File: config.mk
export PLATFORM = sky130hd
export DESIGN_NAME = fib_seq_engine
export DESIGN_NICKNAME = d
export VERILOG_FILES = /design/src/rtl/fib_seq_engine.sv
export SDC_FILE = /design/constraint.sdc
export NUM_CORES = 1
export LEC_CHECK = 0
export BUFFER_PORTS_ARGS = -buffer_cell sky130_fd_sc_hd__buf_4
export CORE_ASPECT_RATIO = 2
export CORE_UTILIZATION = 45
export CTS_CLUSTER_DIAMETER = 150
export DETAILED_ROUTE_END_ITERATION = 16
export GPL_TIMING_DRIVEN = 0
export PLACE_DENSITY_LB_ADDON = 0.05
export REMOVE_ABC_BUFFERS = 1
export SETUP_SLACK_MARGIN = 0.3
export SLEW_MARGIN = 20
export SYNTH_ARGS = -nofsm -noshare
export SYNTH_HDL_FRONTEND = slang
export SYNTH_SLANG_ARGS = --single-unit
File: constraint.sdc
create_clock -name clk -period 4.3 [get_ports clk]
set_input_delay 0.215 -clock clk [delete_from_list [all_inputs] [get_ports clk]]
set_output_delay 0.215 -clock clk [all_outputs]
set_load 0.02 [all_outputs]
File: src/rtl/fib_seq_engine.sv
// Generalised additive-sequence engine: a(0)=S0, a(1)=S1, a(n)=a(n-1)+a(n-2), returns a(L).
// Optional macro FIB_SAT_EN: saturate to all-ones after overflow instead of wrapping.
//
// state   | meaning
// IDLE    | waiting for a request, result/overflow hold last job
// CALC    | stepping the recurrence, one term per cycle
// DONE    | result valid, held until out_ready
module fib_seq_engine #(
  parameter int DATA_W  = 16,
  parameter int LEVEL_W = 8
) (
  input  logic               clk,
  input  logic               rst_n,
  input  logic               in_valid,
  output logic               in_ready,
  input  logic [LEVEL_W-1:0] in_level,
  input  logic [DATA_W-1:0]  in_seed0,
  input  logic [DATA_W-1:0]  in_seed1,
  output logic               out_valid,
  input  logic               out_ready,
  output logic [DATA_W-1:0]  result,
  output logic               overflow
);

  typedef enum logic [1:0] {
    ST_IDLE = 2'b00,
    ST_CALC = 2'b01,
    ST_DONE = 2'b10
  } state_t;

  localparam logic [LEVEL_W-1:0] LVL_ONE  = LEVEL_W'(1);
  localparam logic [LEVEL_W-1:0] CNT_LAST = LEVEL_W'(2);

  state_t              state, state_nxt;
  logic [DATA_W-1:0]   x, x_nxt;
  logic [DATA_W-1:0]   y, y_nxt;
  logic [LEVEL_W-1:0]  cnt, cnt_nxt;
  logic [DATA_W-1:0]   result_nxt;
  logic                overflow_nxt;
  logic                out_valid_nxt;
  logic                accept;
  logic [DATA_W:0]     sum;
  logic                ovf_step;
  logic [DATA_W-1:0]   y_step;

  always_ff @(posedge clk) begin
    if (!rst_n) begin
      state     <= ST_IDLE;
      x         <= '0;
      y         <= '0;
      cnt       <= '0;
      result    <= '0;
      overflow  <= 1'b0;
      out_valid <= 1'b0;
    end else begin
      state     <= state_nxt;
      x         <= x_nxt;
      y         <= y_nxt;
      cnt       <= cnt_nxt;
      result    <= result_nxt;
      overflow  <= overflow_nxt;
      out_valid <= out_valid_nxt;
    end
  end

  always_comb begin
    state_nxt     = state;
    x_nxt         = x;
    y_nxt         = y;
    cnt_nxt       = cnt;
    result_nxt    = result;
    overflow_nxt  = overflow;
    out_valid_nxt = out_valid;

    in_ready = (state == ST_IDLE) | ((state == ST_DONE) & out_ready);
    accept   = in_valid & in_ready;

    sum      = {1'b0, x} + {1'b0, y};
    ovf_step = overflow | sum[DATA_W];
`ifdef FIB_SAT_EN
    // once a job has overflowed, the running term is pinned at all-ones
    y_step   = ovf_step ? {DATA_W{1'b1}} : sum[DATA_W-1:0];
`else
    y_step   = sum[DATA_W-1:0];
`endif

    case (state)
      ST_IDLE: out_valid_nxt = 1'b0;
      ST_CALC: begin
        x_nxt        = y;
        y_nxt        = y_step;
        overflow_nxt = ovf_step;
        cnt_nxt      = cnt - LVL_ONE;
        if (cnt == CNT_LAST) begin
          state_nxt     = ST_DONE;
          result_nxt    = y_step;
          out_valid_nxt = 1'b1;
        end
      end
      ST_DONE: begin
        out_valid_nxt = 1'b1;
        if (out_ready) begin
          state_nxt     = ST_IDLE;
          out_valid_nxt = 1'b0;
        end
      end
      default: begin
        state_nxt     = ST_IDLE;
        out_valid_nxt = 1'b0;
      end
    endcase

    // a new job may start from IDLE or back-to-back out of DONE
    if (accept) begin
      x_nxt         = in_seed0;
      y_nxt         = in_seed1;
      cnt_nxt       = in_level;
      overflow_nxt  = 1'b0;
      out_valid_nxt = 1'b0;
      state_nxt     = ST_CALC;
      if (in_level == '0) begin
        state_nxt     = ST_DONE;
        result_nxt    = in_seed0;
        out_valid_nxt = 1'b1;
      end else if (in_level == LVL_ONE) begin
        state_nxt     = ST_DONE;
        result_nxt    = in_seed1;
        out_valid_nxt = 1'b1;
      end
    end
  end

endmodule

==> reports/results.ini, run 1 <==
[power_and_ir_drop]
p_per_area_nw_per_um2=586.4
p_sw_share_pct=39.37
p_comb_share_pct=44.4
power_frac_seq_pct=29.2
intPower_w=0.001644
power.leakage_nw=1.800
power_w=0.002713
ir_drop_uv=297.4
switchingPower_w=0.001068
power.share.clock_pct=26.4

[placement]
io_buffers=62
gp_congestion=0.8337
dp_hpwl_mm=7.352

[cells_and_area]
synthToLayoutAreaGrowth_pct=19.57
nets=569
fillers=788
finish.utilization_pct=55.79
drive_gt1_share_pct=20.16
n_antenna_cell=0

[logic_synthesis]
netlist.top_cell.by_area=dfxtp_1
yosysWarnings=0
synth_top_area_share_pct=31.05
netlist_instances=460
ys_top_cells_by_area=dfxtp_1, mux2i_1, ha_1
synth_edf_count=0
syn_area_per_cell_um2=8.410
synth_top_flop_cell=dfxtp_1
ys_seq_area_share_pct=31.05
ys_ff_latch=60
ys_types=61
synth_area_um2=3869
async_flop_share_pct=0

[clock_tree]
clkLatencyLatePin_ns=0.33
post_cts_buffers=0
post_cts_resized=0
cts_buffers=9
cts_tree=built
clk_pin_slew_ns=0.05
htree_num_levels=3
cts.sinks=60
ctsHoldBuffers=0
clk_path_buf_depth=2
root_buffer=clkbuf_16

[worst_hold_path]
hold_path_class=input port to flop

[timing]
finalSetupTns_ns=0
fin_crit_ns=3.237
fin_worst_skew_ns=0.006595
fin_crit_sh_pct=75.28
tightest_slew_ns=1.104
grt_setup_unrepaired=no
max_freq_ghz=0.3089
slew_headroom_pct=26.33
finalHoldViolCount=0
setup_viol=0
whs_ns=0.1152
final_max_slew_viol_count=0

[floorplan]
core_um2=8292
fp.dieArea_um2=8995
die_w_um=67.57
num_rows=47
ios=63
initial_core_util_pct=46.66
fp.dieH_um=133.1

[global_route]
grt_max_degree=74
grt_pass1_wl_mm=17.05
antenna_found_initial=0
grt.total_usage_pct=25.30
grt_pass1_vias=3572
overflow=0

[setup_path]
critPathCaptureType=flop
crit_fanout=15
required_ns=4.48
path_class=flop to flop
reg2reg_slack_ns=1.06
crit_arrival_ns=3.42
start_kind=flop

[route]
drt_iter0_drc=179
vias=3597
drtAntennaViolNets=0
drc=0
drt_first_pass_iters=4
post_drt_wl_per_cell_um=17.57
drt-total-wl_mm=10.61
vias_per_cell=5.955

[status]
status=finished clean

[flow_run]
cap_violations=0

[cell type report]
cell class	instances	area [um^2]	area share (%)
Inverter	9	33.78	0.7303
Clock buffer	13	250.2	5.410
Multi-Input combinational cell	359	2497	53.99
Timing Repair Buffer	63	485.5	10.49
Clock inverter	2	35.03	0.7574
Tap cell	98	122.6	2.651
Sequential cell	60	1201	25.97
[critical path, cell delays in order, from the launching register on]
cell      delay, ns
dfxtp_1        0.33
inv_1          0.11
ha_1           0.18
a21o_1         0.19
and2_0         0.88
and2_1         0.81
nor2_2         0.21
a221oi_2       0.32
nor2_1         0.06
[routing by layer]
metal | vias up | track usage (%) | routed length [um]
met1 | 1728 | 26.36 | 4161
met4 | 0 | 11.35 | 275
met2 | 63 | 46.81 | 5857
met3 | 18 | 3.682 | 316
met5 | - | 0 | 0
li1 | 1788 | - | -
[final timing paths]
| check | startpoint | end | depth (start not counted) |
|---|---|---|---|
| worst max-delay path | state[0]$_SDFFE_PN0P_ | result[8]$_SDFF_PN0_ | 8 |
| worst min-delay path | in_seed1[14] | y[14]$_SDFFE_PN0P_ | 3 |
| worst max register to register | state[0]$_SDFFE_PN0P_ | result[8]$_SDFF_PN0_ | 8 |
| worst min register to register | result[1]$_SDFF_PN0_ | result[1]$_SDFF_PN0_ | 2 |
[registers in the layout (all words and copies together) (netlist names)]
signal	flops
cnt	8
out_valid	1
overflow	1
result	16
state	2
x	16
y	16
[synthesized netlist by cell type, types with 12 or more instances]
cell / n
nor2_1: 52
nand2_1: 44
mux2i_1: 30
nand3_1: 12
clkbuf_1: 22
o21ai_0: 20
a31oi_1: 12
a21oi_1: 33
ha_1: 22
dfxtp_1: 60
a211oi_1: 29
xnor2_1: 13
[power by group through the flow]
stage	combinational, W	clock [W]	sequential (W)
4_1_cts	0.00121	0.000724	0.000790
2_1_floorplan	0.000910	0	0.000781
6_report	0.00121	0.000715	0.000792
5_1_grt	0.00133	0.000747	0.000808
3_3_place_gp	0.00118	0	0.000796
3_5_place_dp	0.00120	0	0.000801
[cell usage in the layout, fill, tap and decap left out, types with 4 or more instances in the layout]
cell	instances
a211oi_1	29
a21o_1	6
a21oi_1	33
a221oi_2	4
a311oi_1	6
a31oi_1	12
buf_4	62
clkbuf_16	9
dfxtp_1	60
ha_1	21
inv_1	7
mux2i_1	30
nand2_1	43
nand3_1	12
nor2_1	52
nor2b_1	7
nor3_1	6
o211ai_1	7
o21ai_0	20
o21ai_1	4
xnor2_1	13
[stage by stage]
step / worst slack [ns] / cells / area [um^2]
floorplan: 1.424 / 428 / 3722
global placement: 0.3962 / 588 / 4310
detailed placement: 1.094 / 589 / 4340
CTS: 1.067 / 604 / 4626
global route: 0.9462 / 604 / 4626
finish: 1.063 / 604 / 4626
[cells by family (layout without fill, tap and decap cells)]
family	after synthesis	after routing	synth area share [%]
AOI/OAI and AO/OA	143	143	26.91
xor gates and xnor gates	14	14	3.170
adders and majority gates	23	23	7.633
buffers and inverters	41	87	4.657
DFF	60	60	31.05
muxes	34	34	9.023
and+or+nand+nor	145	145	17.56
Note: power is estimated with default switching activity, not from simulation.
==> run 2, diff against run 1 <==
clock period = 3.3 ns   (was 4.3 ns; I/O delays follow)
==> run 2 against run 1 <==
Cell count unchanged. Critical path depth unchanged. Utilization up 0.060 points. Sequential share of layout area about the same. Combinational power up 30%. Worst hold slack worse by 0.050 ns. First-iteration DRC count up 5.0%. Clock power up 30%. Count of clock-buffer cells in the layout unchanged. Flip-flop and latch count unchanged. Clock skew about the same. Critical path type unchanged. Largest cell class unchanged.
==> reports/results.ini, run 2 (synthesis results as in run 1) <==
[status]
status=finished clean

[timing]
fin_crit_ns=2.853
final_max_slew_viol_count=0
fin_worst_skew_ns=0.006720
tightest_slew_ns=0.9204
max_freq_ghz=0.3505
grt_setup_unrepaired=yes
finalHoldViolCount=0
setup_viol=0
fin_crit_sh_pct=86.46
slew_headroom_pct=38.64

[route]
drt_first_pass_iters=4
post_drt_wl_per_cell_um=17.60
drt_iter0_drc=188
drt-total-wl_mm=10.63
drtAntennaViolNets=0
drc=0
vias_per_cell=5.998
vias=3623

[power_and_ir_drop]
p_per_area_nw_per_um2=763.6
ir_drop_uv=387.7
power.leakage_nw=1.803

[cells_and_area]
instances_no_fill=604
drive_gt1_share_pct=20.75
final_common_cell=buf_4
fillers=787
top_regs=result x16, x x16, y x16
final_cell_mix=buf_4, dfxtp_1, nor2_1
design_area_um2=4631
nets=569
n_antenna_cell=0
synthToLayoutAreaGrowth_pct=19.70

[global_route]
grt_max_degree=74
grt_pass1_vias=3572
antenna_found_initial=0
overflow=0
grt.total_usage_pct=25.30
grt_pass1_wl_mm=17.05

[placement]
io_buffers=62
postPlaceCellArea_um2=4340
gp_congestion=0.8337
dp_hpwl_mm=7.352
dp.cells=589

[setup_path]
start_kind=flop
cp_num_buf_inv=2
slowest_stage=ha_2
reg2reg_depth=8
crit_chain=inv_1 > ha_2 > buf_12 > nor4bb_1 > and2_2 > nor2_2 > a221oi_2 > nor2_1
critPathCaptureType=flop
timing.rr.start=state[1]$_SDFFE_PN0P_
reg2reg_slack_ns=0.45
critPathMaxStageDelay_ns=0.54
r2r-end=result[8]$_SDFF_PN0_
path_class=flop to flop
required_ns=3.48
crit_fanout=26
crit_family=simple AND/OR/NAND/NOR gates
worstSetupStartpoint=state[1]$_SDFFE_PN0P_
crit_arrival_ns=3.04

[clock_tree]
clk_path_buf_depth=2
clkLatencyLatePin_ns=0.33
post_cts_buffers=0
clk_pin_slew_ns=0.05
cts_buffers=9
root_buffer=clkbuf_16
post_cts_resized=2
cts.sinks=60
htree_num_levels=3
ctsHoldBuffers=0
cts_tree=built

[floorplan]
core_um2=8292
fp.dieH_um=133.1
ios=63
fp.dieArea_um2=8995
initial_core_util_pct=46.66
die_w_um=67.57
num_rows=47

[worst_hold_path]
hold_path_class=input port to flop
hold_end=y[14]$_SDFFE_PN0P_
min_from=in_seed1[14]
holdPathStages=3

[flow_run]
cap_violations=0

-- run 2: cell type report --
class	count	area, um^2	share of cell area [%]
multi-input combinational	359	2502	54.04
timing repair buffer	63	485.5	10.48
clock inverter	2	35.03	0.7566
sequential	60	1201	25.94
inverter	9	33.78	0.7295
clock buffer	13	250.2	5.404
tap	98	122.6	2.648
-- run 2: tightest hold or removal path, stage by stage --
cell and delay, ns:
buf_4 0.08, a31oi_1 0.06, o21ai_1 0.06
-- run 2: worst max path at each step --
stage	end	slack, ns	cells after the start
2_1_floorplan	result[12]$_SDFF_PN0_	0.42	8
3_3_place_gp	result[9]$_SDFF_PN0_	-0.60	7
3_5_place_dp	result[9]$_SDFF_PN0_	0.09	8
4_1_cts	result[9]$_SDFF_PN0_	0.31	8
5_1_grt	result[9]$_SDFF_PN0_	0.30	8
6_report	result[8]$_SDFF_PN0_	0.45	8
-- run 2: power breakdown --
group	leakage (nW)	internal, W	total (W)	switching (W)
sequential	0.493	0.000895	0.00103	0.000137
combinational	1.17	0.000648	0.00157	0.000925
clock	0.140	0.000600	0.000931	0.000331
total	1.80	0.00214	0.00354	0.00139
-- run 2: stage by stage --
stage / hold slack [ns] / utilization [%] / total power (W) / TNS, ns / setup WS, ns
6_report: 0.06537 / 55.85 / 0.003536 / 0 / 0.4467
4_1_cts: 0.05959 / 55.80 / 0.003544 / 0 / 0.3115
3_5_place_dp: 0.4077 / 52.35 / 0.002601 / 0 / 0.09358
2_1_floorplan: 0.2947 / - / 0.002203 / 0 / 0.4236
5_1_grt: 0.08404 / 55.85 / 0.003762 / 0 / 0.2979
3_3_place_gp: 0.3958 / 51.98 / 0.002573 / -10.64 / -0.6038
-- run 2: metal layers --
metal / wire length [um] / part of all wire (%) / global-route usage, % / vias up
li1: - / - / - / 1790
met1: 4166 / 39 / 26.36 / 1743
met2: 5860 / 55 / 46.81 / 70
met3: 325 / 3.1 / 3.682 / 20
met4: 279 / 2.6 / 11.35 / 0
met5: 0 / 0 / 0 / -
